==> config.mk <==
export PLATFORM = sky130hd
export DESIGN_NAME = ppu_vaddr
export DESIGN_NICKNAME = d
export VERILOG_FILES = /design/src/rtl/ppu_pkg.sv /design/src/rtl/ppu_loopy_inc.sv /design/src/rtl/ppu_vaddr.sv
export SDC_FILE = /design/constraint.sdc
export NUM_CORES = 1
export LEC_CHECK = 0
export CORE_ASPECT_RATIO = 1.25
export CORE_MARGIN = 4
export CORE_UTILIZATION = 44
export CTS_CLUSTER_DIAMETER = 40
export CTS_CLUSTER_SIZE = 8
export DETAILED_ROUTE_END_ITERATION = 8
export PLACE_DENSITY = 0.77
export SETUP_SLACK_MARGIN = 0.05
export SLEW_MARGIN = 0
export SYNTH_ARGS = -nofsm -noshare
export SYNTH_HDL_FRONTEND = slang
export SYNTH_SLANG_ARGS = --single-unit
==> constraint.sdc <==
create_clock -name clk -period 1.8 [get_ports clk]
set_input_delay 0.45 -clock clk [delete_from_list [all_inputs] [get_ports clk]]
set_output_delay 0.45 -clock clk [all_outputs]
set_load 0.01 [all_outputs]
==> src/rtl/ppu_pkg.sv <==
// Shared loopy-register field layout, VRAM address bases and PPUDATA steps.
// Latency: none (constants and a pure function).
// Backpressure: none.
package ppu_pkg;

    // Field offsets inside the 15-bit loopy v/t registers
    localparam int CX_LSB = 0;
    localparam int CX_MSB = 4;
    localparam int CY_LSB = 5;
    localparam int CY_MSB = 9;
    localparam int NT_LSB = 10;
    localparam int NT_MSB = 11;
    localparam int FY_LSB = 12;
    localparam int FY_MSB = 14;

    // Nametable and attribute-table base addresses
    localparam logic [13:0] NT_BASE = 14'h2000;
    localparam logic [13:0] AT_BASE = 14'h23C0;

    // PPUDATA address steps: across a row or down a column
    localparam logic [14:0] INC_ACROSS = 15'd1;
    localparam logic [14:0] INC_DOWN   = 15'd32;

    // Attribute byte address for the 4x4-tile block containing v
    function automatic logic [13:0] attr_addr(input logic [14:0] v);
        return AT_BASE | {2'b00, v[NT_MSB:NT_LSB], 4'b0000, v[CY_MSB:CY_MSB-2], v[CX_MSB:CX_MSB-2]};
    endfunction

endpackage

==> src/rtl/ppu_loopy_inc.sv <==
// Coarse-x / fine+coarse-y scroll increment of a loopy v value.
// Latency: combinational.
// Backpressure: none.
module ppu_loopy_inc
    import ppu_pkg::*;
(
    input  logic [14:0] v_in,
    input  logic        inc_x,
    input  logic        inc_y,
    output logic [14:0] v_out
);

    logic [4:0] cy;
    assign cy = v_in[CY_MSB:CY_LSB];

    // x and y touch disjoint fields, so both may apply in one pass
    always_comb begin
        v_out = v_in;
        if (inc_x) begin
            if (v_in[CX_MSB:CX_LSB] == 5'd31) begin
                v_out[CX_MSB:CX_LSB] = 5'd0;
                v_out[NT_LSB]        = ~v_in[NT_LSB];
            end else begin
                v_out[CX_MSB:CX_LSB] = v_in[CX_MSB:CX_LSB] + 5'd1;
            end
        end
        if (inc_y) begin
            if (v_in[FY_MSB:FY_LSB] != 3'd7) begin
                v_out[FY_MSB:FY_LSB] = v_in[FY_MSB:FY_LSB] + 3'd1;
            end else begin
                v_out[FY_MSB:FY_LSB] = 3'd0;
                if (cy == 5'd29) begin
                    // last visible row: wrap into the vertically adjacent nametable
                    v_out[CY_MSB:CY_LSB] = 5'd0;
                    v_out[NT_MSB]        = ~v_in[NT_MSB];
                end else if (cy == 5'd31) begin
                    // rows 30/31 live in attribute space: wrap without switching table
                    v_out[CY_MSB:CY_LSB] = 5'd0;
                end else begin
                    v_out[CY_MSB:CY_LSB] = cy + 5'd1;
                end
            end
        end
    end

endmodule

==> src/rtl/ppu_vaddr.sv <==
// PPU VRAM address owner: loopy v/t, fine-x, write toggle, fetch/CPU address mux.
// Latency: address combinational; v/t/w, attr_o, cpu_data_o one cycle; read buffer refill two cycles.
// Backpressure: none; fetch strobes win the bus, colliding PPUDATA accesses are dropped (PPU_RENDER_GLITCH_EN: bump v instead).
module ppu_vaddr
    import ppu_pkg::*;
#(
    parameter int INC_ATTR_QUAD = 1
) (
    input  logic        clk,
    input  logic        rst,
    input  logic        fetch_tile,
    input  logic        fetch_attr,
    input  logic        fetch_chr,
    input  logic [12:0] pattern_idx,
    input  logic        v_incx,
    input  logic        v_incy,
    input  logic        v_resetx,
    input  logic        v_resety,
    output logic [7:0]  data_o,
    output logic [1:0]  attr_o,
    output logic [2:0]  fine_x,
    output logic [2:0]  fine_y,
    input  logic [7:0]  ppuctrl,
    input  logic        ppuctrl_wr,
    input  logic        ppuscroll_wr,
    input  logic        ppuaddr_wr,
    input  logic        ppudata_wr,
    input  logic        ppudata_rd,
    input  logic        status_rd,
    input  logic [7:0]  cpu_data_i,
    output logic [7:0]  cpu_data_o,
    output logic [13:0] vram_addr,
    output logic        vram_rd,
    output logic        vram_wr,
    output logic [7:0]  vram_dout,
    input  logic [7:0]  vram_din
);

    logic [14:0] v_q, t_q, v_nxt, t_nxt, v_render;
    logic [2:0]  fine_x_q, fine_x_nxt;
    logic        w_q, w_nxt, load_v;
    logic [7:0]  rbuf_q, cpu_data_q;
    logic        rd_pend_q;
    logic [1:0]  quad_q, quad_sel, attr_q, attr_now;
    logic        attr_pend_q;
    logic        any_fetch, cpu_acc, wr_go, rd_go, glitch_inc;
    logic [14:0] cpu_step;
    logic        ctrl_unused;

    assign ctrl_unused = ^{ppuctrl[7:3], ppuctrl[1:0]};

    assign any_fetch = fetch_tile | fetch_attr | fetch_chr;
    assign cpu_acc   = ppudata_wr | ppudata_rd;
    assign wr_go     = ppudata_wr & ~any_fetch;
    assign rd_go     = ppudata_rd & ~ppudata_wr & ~any_fetch;
    assign cpu_step  = ppuctrl[2] ? INC_DOWN : INC_ACROSS;

`ifdef PPU_RENDER_GLITCH_EN
    // A PPUDATA access that collides with rendering bumps v in both axes, as the real PPU does
    assign glitch_inc = cpu_acc & any_fetch;
`else
    assign glitch_inc = 1'b0;
`endif

    ppu_loopy_inc u_inc (
        .v_in  (v_q),
        .inc_x (v_incx | glitch_inc),
        .inc_y (v_incy | glitch_inc),
        .v_out (v_render)
    );

    assign fine_x     = fine_x_q;
    assign fine_y     = v_q[FY_MSB:FY_LSB];
    assign data_o     = vram_din;
    assign cpu_data_o = cpu_data_q;
    assign vram_wr    = wr_go;
    assign vram_rd    = rd_go;
    assign vram_dout  = wr_go ? cpu_data_i : 8'h00;

    // VRAM address mux: pattern > attribute > nametable > CPU
    always_comb begin
        vram_addr = v_q[13:0];
        if (fetch_chr) begin
            vram_addr = {1'b0, pattern_idx};
        end else if (fetch_attr) begin
            vram_addr = attr_addr(v_q);
        end else if (fetch_tile) begin
            vram_addr = NT_BASE | {2'b00, v_q[11:0]};
        end
    end

    // Attribute bits: bypass straight from the returning byte, then hold
    always_comb begin
        quad_sel = (INC_ATTR_QUAD != 0) ? quad_q : {v_q[6], v_q[1]};
        case (quad_sel)
            2'd0:    attr_now = vram_din[1:0];
            2'd1:    attr_now = vram_din[3:2];
            2'd2:    attr_now = vram_din[5:4];
            default: attr_now = vram_din[7:6];
        endcase
        attr_o = attr_pend_q ? attr_now : attr_q;
    end

    // CPU register writes into t / fine-x / write toggle
    always_comb begin
        t_nxt      = t_q;
        w_nxt      = w_q;
        fine_x_nxt = fine_x_q;
        load_v     = 1'b0;
        if (status_rd) begin
            w_nxt = 1'b0;
        end
        if (ppuctrl_wr) begin
            t_nxt[NT_MSB:NT_LSB] = cpu_data_i[1:0];
        end
        if (ppuscroll_wr) begin
            if (!w_q) begin
                t_nxt[CX_MSB:CX_LSB] = cpu_data_i[7:3];
                fine_x_nxt           = cpu_data_i[2:0];
                w_nxt                = 1'b1;
            end else begin
                t_nxt[FY_MSB:FY_LSB] = cpu_data_i[2:0];
                t_nxt[CY_MSB:CY_LSB] = cpu_data_i[7:3];
                w_nxt                = 1'b0;
            end
        end
        if (ppuaddr_wr) begin
            if (!w_q) begin
                t_nxt[13:8] = cpu_data_i[5:0];
                t_nxt[14]   = 1'b0;
                w_nxt       = 1'b1;
            end else begin
                t_nxt[7:0] = cpu_data_i;
                load_v     = 1'b1;
                w_nxt      = 1'b0;
            end
        end
    end

    // v update: render increments, then field reloads, then CPU step, then PPUADDR load
    always_comb begin
        v_nxt = v_render;
        if (v_resetx) begin
            v_nxt[CX_MSB:CX_LSB] = t_q[CX_MSB:CX_LSB];
            v_nxt[NT_LSB]        = t_q[NT_LSB];
        end
        if (v_resety) begin
            v_nxt[FY_MSB:NT_MSB] = t_q[FY_MSB:NT_MSB];
            v_nxt[CY_MSB:CY_LSB] = t_q[CY_MSB:CY_LSB];
        end
        // the renderer is idle whenever the CPU owns the bus, so its step wins here
        if (wr_go || rd_go) begin
            v_nxt = v_q + cpu_step;
        end
        if (load_v) begin
            v_nxt = t_nxt;
        end
    end

    // Scroll / address state registers
    always_ff @(posedge clk) begin
        if (rst) begin
            v_q      <= '0;
            t_q      <= '0;
            w_q      <= 1'b0;
            fine_x_q <= '0;
        end else begin
            v_q      <= v_nxt;
            t_q      <= t_nxt;
            w_q      <= w_nxt;
            fine_x_q <= fine_x_nxt;
        end
    end

    // Attribute quadrant capture and hold register
    always_ff @(posedge clk) begin
        if (rst) begin
            quad_q      <= '0;
            attr_pend_q <= 1'b0;
            attr_q      <= '0;
        end else begin
            attr_pend_q <= fetch_attr & ~fetch_chr;
            if (fetch_attr) begin
                quad_q <= {v_q[6], v_q[1]};
            end
            if (attr_pend_q) begin
                attr_q <= attr_now;
            end
        end
    end

    // PPUDATA read pipeline: hand out the old buffer, refill it when VRAM answers
    always_ff @(posedge clk) begin
        if (rst) begin
            rd_pend_q  <= 1'b0;
            rbuf_q     <= '0;
            cpu_data_q <= '0;
        end else begin
            rd_pend_q <= rd_go;
            if (rd_go) begin
                cpu_data_q <= rbuf_q;
            end
            if (rd_pend_q) begin
                rbuf_q <= vram_din;
            end
        end
    end

endmodule

==> results.sh, run 1 <==
export IMPL_synthFlopType="dfxtp_1"
export IMPL_drt_iter0_markers=480
export IMPL_period_needed_ns=2.08
export IMPL_rsz0062_at_grt="yes"
export IMPL_cts_tree="done"
export IMPL_path_clk_slew_ns=0.11
export IMPL_num_nets_final=669
export IMPL_cts_htree_levels=2
export IMPL_p_per_area_nw_per_um2=597
export IMPL_violations="negative setup slack"
export IMPL_place_congestion=1.04
export IMPL_start_util=0.454
export IMPL_numCtsBuffers=5
export IMPL_outcome="complete, but fails checks"
export IMPL_grt_antenna_before_repair=0
export IMPL_end_kind="output pin"
export IMPL_ys_ff_latch=56
export IMPL_dieArea_um2=9600
export IMPL_setup_tns_ns=-0.625
export IMPL_synth_cell_types=55
export IMPL_dp_hpwl_um=9360
export IMPL_synth_edf_count=0
export IMPL_path_cells="mux4_2 -> mux2_4 -> buf_6"
export IMPL_fp_dieW_um=88.5
export IMPL_slew_headroom=0.654
export IMPL_ys_async_sr_fraction=0
export IMPL_diodes=0
export IMPL_syn2layout_area_growth_pct=55.9
export IMPL_grt_max_degree=25
export IMPL_postSynthCellCount=449
export IMPL_synth_fp_nets=511
export IMPL_drc=0
export IMPL_finalClockSkew_ns=0.0150
export IMPL_portBuffers=92
export IMPL_drive_above_1_share=0.353
export IMPL_syn_avg_cell_area_um2=7.93
export IMPL_clockBufferDepth=2
export IMPL_ios=100
export IMPL_core_um2=7840
export IMPL_rows=36
export IMPL_fp_dieH_um=109
export IMPL_holdCritPathClass="reg -> reg"
export IMPL_netlist_area_um2=3560
export IMPL_postLayoutCoreUtil=0.708
export IMPL_ys_warn_count=0
export IMPL_max_stage_delay_ns=0.51
export IMPL_ant_nets=0
export IMPL_crit_path_top_delay_cell="mux4_2"
export IMPL_fin_total_pwr_uw=3310
export IMPL_clock_sinks=56
export IMPL_cp_data_required_time_ns=1.35
export IMPL_path_class="reg -> out"
export IMPL_grt_pass1_wl_um=20000
export IMPL_drtPass1Iterations=7
export IMPL_maxCapViolCount=0
export IMPL_period_share=1.15
export IMPL_grt_pass1_vias=4018
export IMPL_cts_root_buf="clkbuf_8"
export IMPL_vias_per_cell=6.04
export IMPL_via_count=4237
export IMPL_crit_arrival_ns=1.63
export IMPL_ir_drop_mv=0.498
export IMPL_clock_latency_ns=0.31
export IMPL_drt_wl_total_um=13700
export IMPL_max_freq_mhz=481
export IMPL_setup_viol=5
export IMPL_worst_slew_pin_slew_ns=0.518
export IMPL_finalMaxSlewViolations=0
export IMPL_wire_per_inst_um=19.5
export IMPL_hold_viol=0
export IMPL_track_usage=0.266
export IMPL_overflow=0
export IMPL_synth_seq_area_share=0.315
export IMPL_cp_start_kind="register"
export IMPL_ctsHoldBuffers=0
export IMPL_cp_max_fo=3
export IMPL_power_leakage_uw=0.00232
export IMPL_fin_ws_ns=-0.278
[cells in the mapped netlist, drive strengths merged (3+ instances only)]
master,count,area [um2]
o21ai,22,121
and3,13,81.3
o211ai,9,67.6
nor2,57,221
a41oi,3,26.3
nor2b,8,50.1
inv,6,22.5
o22ai,10,62.6
xor2,5,43.8
a211oi,17,128
nor3,12,65.1
mux2,4,45.0
xnor2,7,61.3
clkbuf,21,78.8
nand4,3,18.8
dfxtp,56,1120
a31oi,3,18.8
a311oi,4,60.1
and2,3,18.8
nor3b,3,22.5
buf,26,166
ha,10,125
nand3,10,50.1
nand2,54,203
o21a,3,22.5
mux2i,28,280
a21oi,23,115
[layer usage]
layer | vias to the layer above | share of wire | GRT usage
met1 | 1978 | 0.36 | 0.305
met4 | 0 | 0.070 | 0.160
met3 | 77 | 0.087 | 0.0480
met2 | 276 | 0.48 | 0.451
li1 | 1906 | - | -
met5 | - | 0 | 0
[through the flow]
step	cell area, um2	setup slack, ns	hold WS (ns)	cells
6_report	5550	-0.278	0.460	701
5_1_grt	5550	-0.321	0.492	701
4_1_cts	5370	-0.279	0.464	698
3_5_place_dp	5050	-0.792	0.448	677
3_3_place_gp	5050	-0.764	0.438	677
2_1_floorplan	3610	0.0299	0.431	449
[sequential cells by signal, summed over array words and instances (netlist names)]
name,count
attr_pend_q,1
t_q,15
w_q,1
rbuf_q,8
quad_q,2
fine_x,3
rd_pend_q,1
cpu_data_o,8
attr_q,2
v_q,15
[layout by cell type, fill, tap and decap left out, types with 3 or more instances in the layout]
cell and instances:
buf_4 91, nor2_1 52, nand2_1 51, dfxtp_1 46
clkdlybuf4s50_1 34, mux2i_1 28, buf_6 25, dlygate4sd2_1 24
a21oi_1 21, a211oi_1 17, o21ai_0 13, buf_2 12
and3_4 11, o22ai_1 10, nand3_1 9, o211ai_1 9
nor3_1 9, o21ai_1 8, nor2b_1 8, ha_4 7
dfxtp_2 6, inv_1 5, xnor2_1 5, xor2_1 5
clkbuf_8 5, clkbuf_2 5, a311oi_2 4, dfxtp_4 4
or3_4 3, nor2_2 3, nand4_1 3, nor3b_1 3
[area by class of cell]
class	instances	area, um2
multi-input combinational	340	2470
fill	568	2290
timing repair buffer	197	1690
sequential	56	1140
tap	95	119
clock buffer	5	68.8
clock inverter	1	30.0
inverter	7	27.5
[power breakdown]
part	leakage, uW	internal [uW]	switching, uW
Combinational	0.00180	558	544
Sequential	0.000464	1320	85.4
Clock	0.0000501	401	405
[worst paths after layout]
kind | start | to | slack (ns) | cells after the start
worst min-delay path | rbuf_q[5] | cpu_data_o[5] | 0.46 | 2
worst max-delay path | quad_q[0] | attr_o[1] | -0.28 | 3
worst min register to register | rbuf_q[5] | cpu_data_o[5] | 0.46 | 2
worst max register to register | v_q[5] | v_q[14] | -0.01 | 6
[repair_timing]
item | CTS | global route
gates resized for setup | 185 | 70
pin swaps | 7 | 32
setup buffers | 14 | 6
endpoints found under the setup margin | 50 | 40
cloned | 1 | 1
[cell families (layout without fill, tap and decap cells)]
group,count (synthesis),in the layout,synth area share
AO/OA/AOI/OAI,111,111,0.216
multiplexers,34,34,0.104
adder cells (fa/ha/maj),10,10,0.0351
buffers and inverters,54,210,0.0763
flip-flops,56,56,0.315
AND/OR/NAND/NOR,172,173,0.224
XOR/XNOR,12,12,0.0295
[worst max-delay path, delay by kind of cell (launching register included)]
kind / cells / cell delay [ns]
buf+inv: 1 / 0.12
flops: 1 / 0.40
mux: 2 / 0.80
Power figures use the tool's default switching activity.
==> inputs of run 2 (changes only) <==
--- a/config.mk
+++ b/config.mk
@@ -16,4 +16,5 @@
 export SLEW_MARGIN = 0
 export SYNTH_ARGS = -nofsm -noshare
 export SYNTH_HDL_FRONTEND = slang
+export SYNTH_HIERARCHICAL = 1
 export SYNTH_SLANG_ARGS = --single-unit
==> constraint.sdc (replaced) <==
create_clock -name clk -period 1.8 [get_ports clk]
set_input_delay 0.45 -clock clk [delete_from_list [all_inputs] [get_ports clk]]
set_output_delay 0.45 -clock clk [all_outputs]
set_load 0.005 [all_outputs]
==> run 2 against run 1 <==
The run still ends with negative setup slack left. Via count down 8.5%. Sequential share of layout area about the same. Final cell count down 3.1%. Utilization up 0.67 points. Register-to-register slack worse by 0.19 ns. Clock skew about the same. Synthesized area up 0.49%.
==> results.sh, run 2 <==
export IMPL_path_cells="mux4_2 -> mux2_4 -> buf_6"
export IMPL_synth_seq_area_share=0.313
export IMPL_critical_path_buf_inv_count=1
export IMPL_drt_wl_total_um=12300
export IMPL_grt_pass1_wl_um=19500
export IMPL_ios=100
export IMPL_ys_top_cells_by_count="dfxtp_1 (56), nor2_1 (54), mux2i_1 (53), nand2_1 (34), o21ai_0 (29)"
export IMPL_synth_area_top_cells="dfxtp_1 (31%), mux2i_1 (15%), nor2_1 (5.7%)"
export IMPL_core_um2=7880
export IMPL_multi_input_area_um2=2550
export IMPL_period_needed_ns=2.05
export IMPL_netlist_area_um2=3580
export IMPL_cp_data_required_time_ns=1.35
export IMPL_fin_total_pwr_uw=3130
export IMPL_setup_tns_ns=-0.766
export IMPL_synth_top_cell_area_share=0.313
export IMPL_syn_avg_cell_area_um2=8.36
export IMPL_startpoint="quad_q[0]"
export IMPL_fp_dieH_um=109
export IMPL_fp_dieW_um=88.6
export IMPL_rsz0062_at_grt="yes"
export IMPL_n_fill_cell=570
export IMPL_r2r_start="v_q[5]"
export IMPL_synth_cell_types=56
export IMPL_path_class="reg -> out"
export IMPL_fin_cells=679
export IMPL_slew_headroom=0.539
export IMPL_vias_per_cell=5.71
export IMPL_drc=0
export IMPL_max_stage_delay_ns=0.49
export IMPL_grt_antenna_before_repair=0
export IMPL_cp_max_fo=3
export IMPL_dp_hpwl_um=8180
export IMPL_power_leakage_uw=0.00247
export IMPL_syn2layout_area_growth_pct=57.5
export IMPL_cts_root_buf="clkbuf_8"
export IMPL_synth_top_area_cell="dfxtp_1"
export IMPL_cp_start_kind="register"
export IMPL_p_per_area_nw_per_um2=556
export IMPL_synthFlopType="dfxtp_1"
export IMPL_overflow=0
export IMPL_drt_iter0_markers=179
export IMPL_drive_above_1_share=0.351
export IMPL_max_freq_mhz=488
export IMPL_final_common_cell="buf_4"
export IMPL_top_regs="t_q (15), v_q (15)"
export IMPL_setup_viol=7
export IMPL_period_share=1.14
export IMPL_place_congestion=0.874
export IMPL_path_clk_slew_ns=0.11
export IMPL_synth_fp_nets=490
export IMPL_end_kind="output pin"
export IMPL_cts_tree="done"
export IMPL_hp_start="fetch_chr"
export IMPL_track_usage=0.256
export IMPL_finalMaxSlewViolations=0
export IMPL_dieArea_um2=9650
export IMPL_crit_path_top_delay_cell="mux4_2"
export IMPL_rows=36
export IMPL_clock_latency_ns=0.32
export IMPL_ant_nets=0
export IMPL_portBuffers=92
export IMPL_synth_edf_count=0
export IMPL_hold_viol=0
export IMPL_diodes=0
export IMPL_postSynthCellCount=428
export IMPL_via_count=3877
export IMPL_num_nets_final=645
export IMPL_grt_max_degree=37
export IMPL_ff_latch_area_um2=1160
export IMPL_finalClockSkew_ns=0.0153
export IMPL_ys_ff_latch=56
export IMPL_post_synth_top_count_cell="dfxtp_1"
export IMPL_ys_async_sr_fraction=0
export IMPL_wire_per_inst_um=18.1
export IMPL_violations="negative setup slack"
export IMPL_drtPass1Iterations=4
export IMPL_holdCritPathClass="in -> reg"
export IMPL_numCtsBuffers=5
export IMPL_crit_arrival_ns=1.60
export IMPL_dp_cells=650
export IMPL_cpLargestDelayFamily="multiplexers"
export IMPL_clockBufferDepth=2
export IMPL_layout_common_cells="buf_4 (77), mux2i_1 (53), nor2_1 (49), dfxtp_1 (44), clkdlybuf4s50_1 (43)"
export IMPL_grt_pass1_vias=3993
export IMPL_cts_htree_levels=2
export IMPL_ir_drop_mv=0.493
export IMPL_fin_ws_ns=-0.250
export IMPL_clock_sinks=56
export IMPL_worst_slew_pin_slew_ns=0.691
export IMPL_outcome="complete, but fails checks"
export IMPL_maxCapViolCount=0
export IMPL_ys_warn_count=6
export IMPL_start_util=0.454
==> run 2: changes by cell type in the layout (fill, tap and decap cells not counted), sizes merged, moves of 5 or more <==
cell,before,now
a211oi,17,9
a21oi,23,8
buf,131,114
clkdlybuf4s50,34,43
dlygate4sd2,24,15
inv,6,11
mux2i,28,53
nand2,54,35
o21ai,22,30
==> run 2: cells by family after synthesis <==
group	Yosys count	share of synthesized area
mux	63	0.186
fa+ha+maj	10	0.0350
simple gates	158	0.220
compound gates	87	0.161
xor+xnor	6	0.0147
buf+inv	48	0.0696
flops	56	0.313
==> run 2: area by class of cell <==
class / instances / share of cell area
clock buffers: 5 / 0.0122
clock inverters: 3 / 0.00444
inverters: 9 / 0.00644
multi-input cells: 324 / 0.453
flip-flops and latches: 56 / 0.206
well taps: 95 / 0.0211
repair buffers: 187 / 0.297
==> run 2: repair_timing <==
item,CTS,global route
buffers inserted,18,5
setup endpoints to repair,51,49
gates cloned,3,0
gates resized for setup,184,63
pin swaps,24,33
hold buffers,0,0
==> run 2: path summary, 6_finish.rpt <==
check / end / slack, ns / cells past startpoint
worst max-delay path: attr_o[1] / -0.25 / 3
worst min-delay path: attr_pend_q / 0.48 / 3
worst max register to register: v_q[8] / -0.20 / 8
worst min register to register: t_q[2] / 0.50 / 2
==> run 2: metrics by stage <==
step	area, um2	hold slack, ns	setup WS, ns	util
after floorplan	3600	0.460	0.0230	-
after global placement	5000	0.472	-0.738	0.635
after detailed placement	5000	0.480	-0.734	0.635
after CTS	5530	0.486	-0.253	0.701
after global routing	5630	0.495	-0.295	0.715
final	5630	0.481	-0.250	0.715
==> run 2: routing by layer <==
layer,vias to the layer above,GRT usage,routed length (um)
met5,-,0,0
met4,0,0.0896,341
met3,28,0.0552,889
met2,158,0.443,6210
met1,1836,0.308,4880
li1,1855,-,-
==> run 2: worst reg2reg max path, cell delays in order, from the launching register on <==
cell and delay (ns):
dfxtp_4 0.37, ha_4 0.16, and3_4 0.15, ha_4 0.16, or4_4 0.42, nand3_2 0.11, mux2i_1 0.10, a211oi_2 0.26
a31o_1 0.19
==> run 2: power by group <==
group,switching (uW),internal [uW],leakage [uW]
logic,460,536,0.00196
clock network,450,286,0.0000466
registers,82.3,1310,0.000466
total,993,2140,0.00247
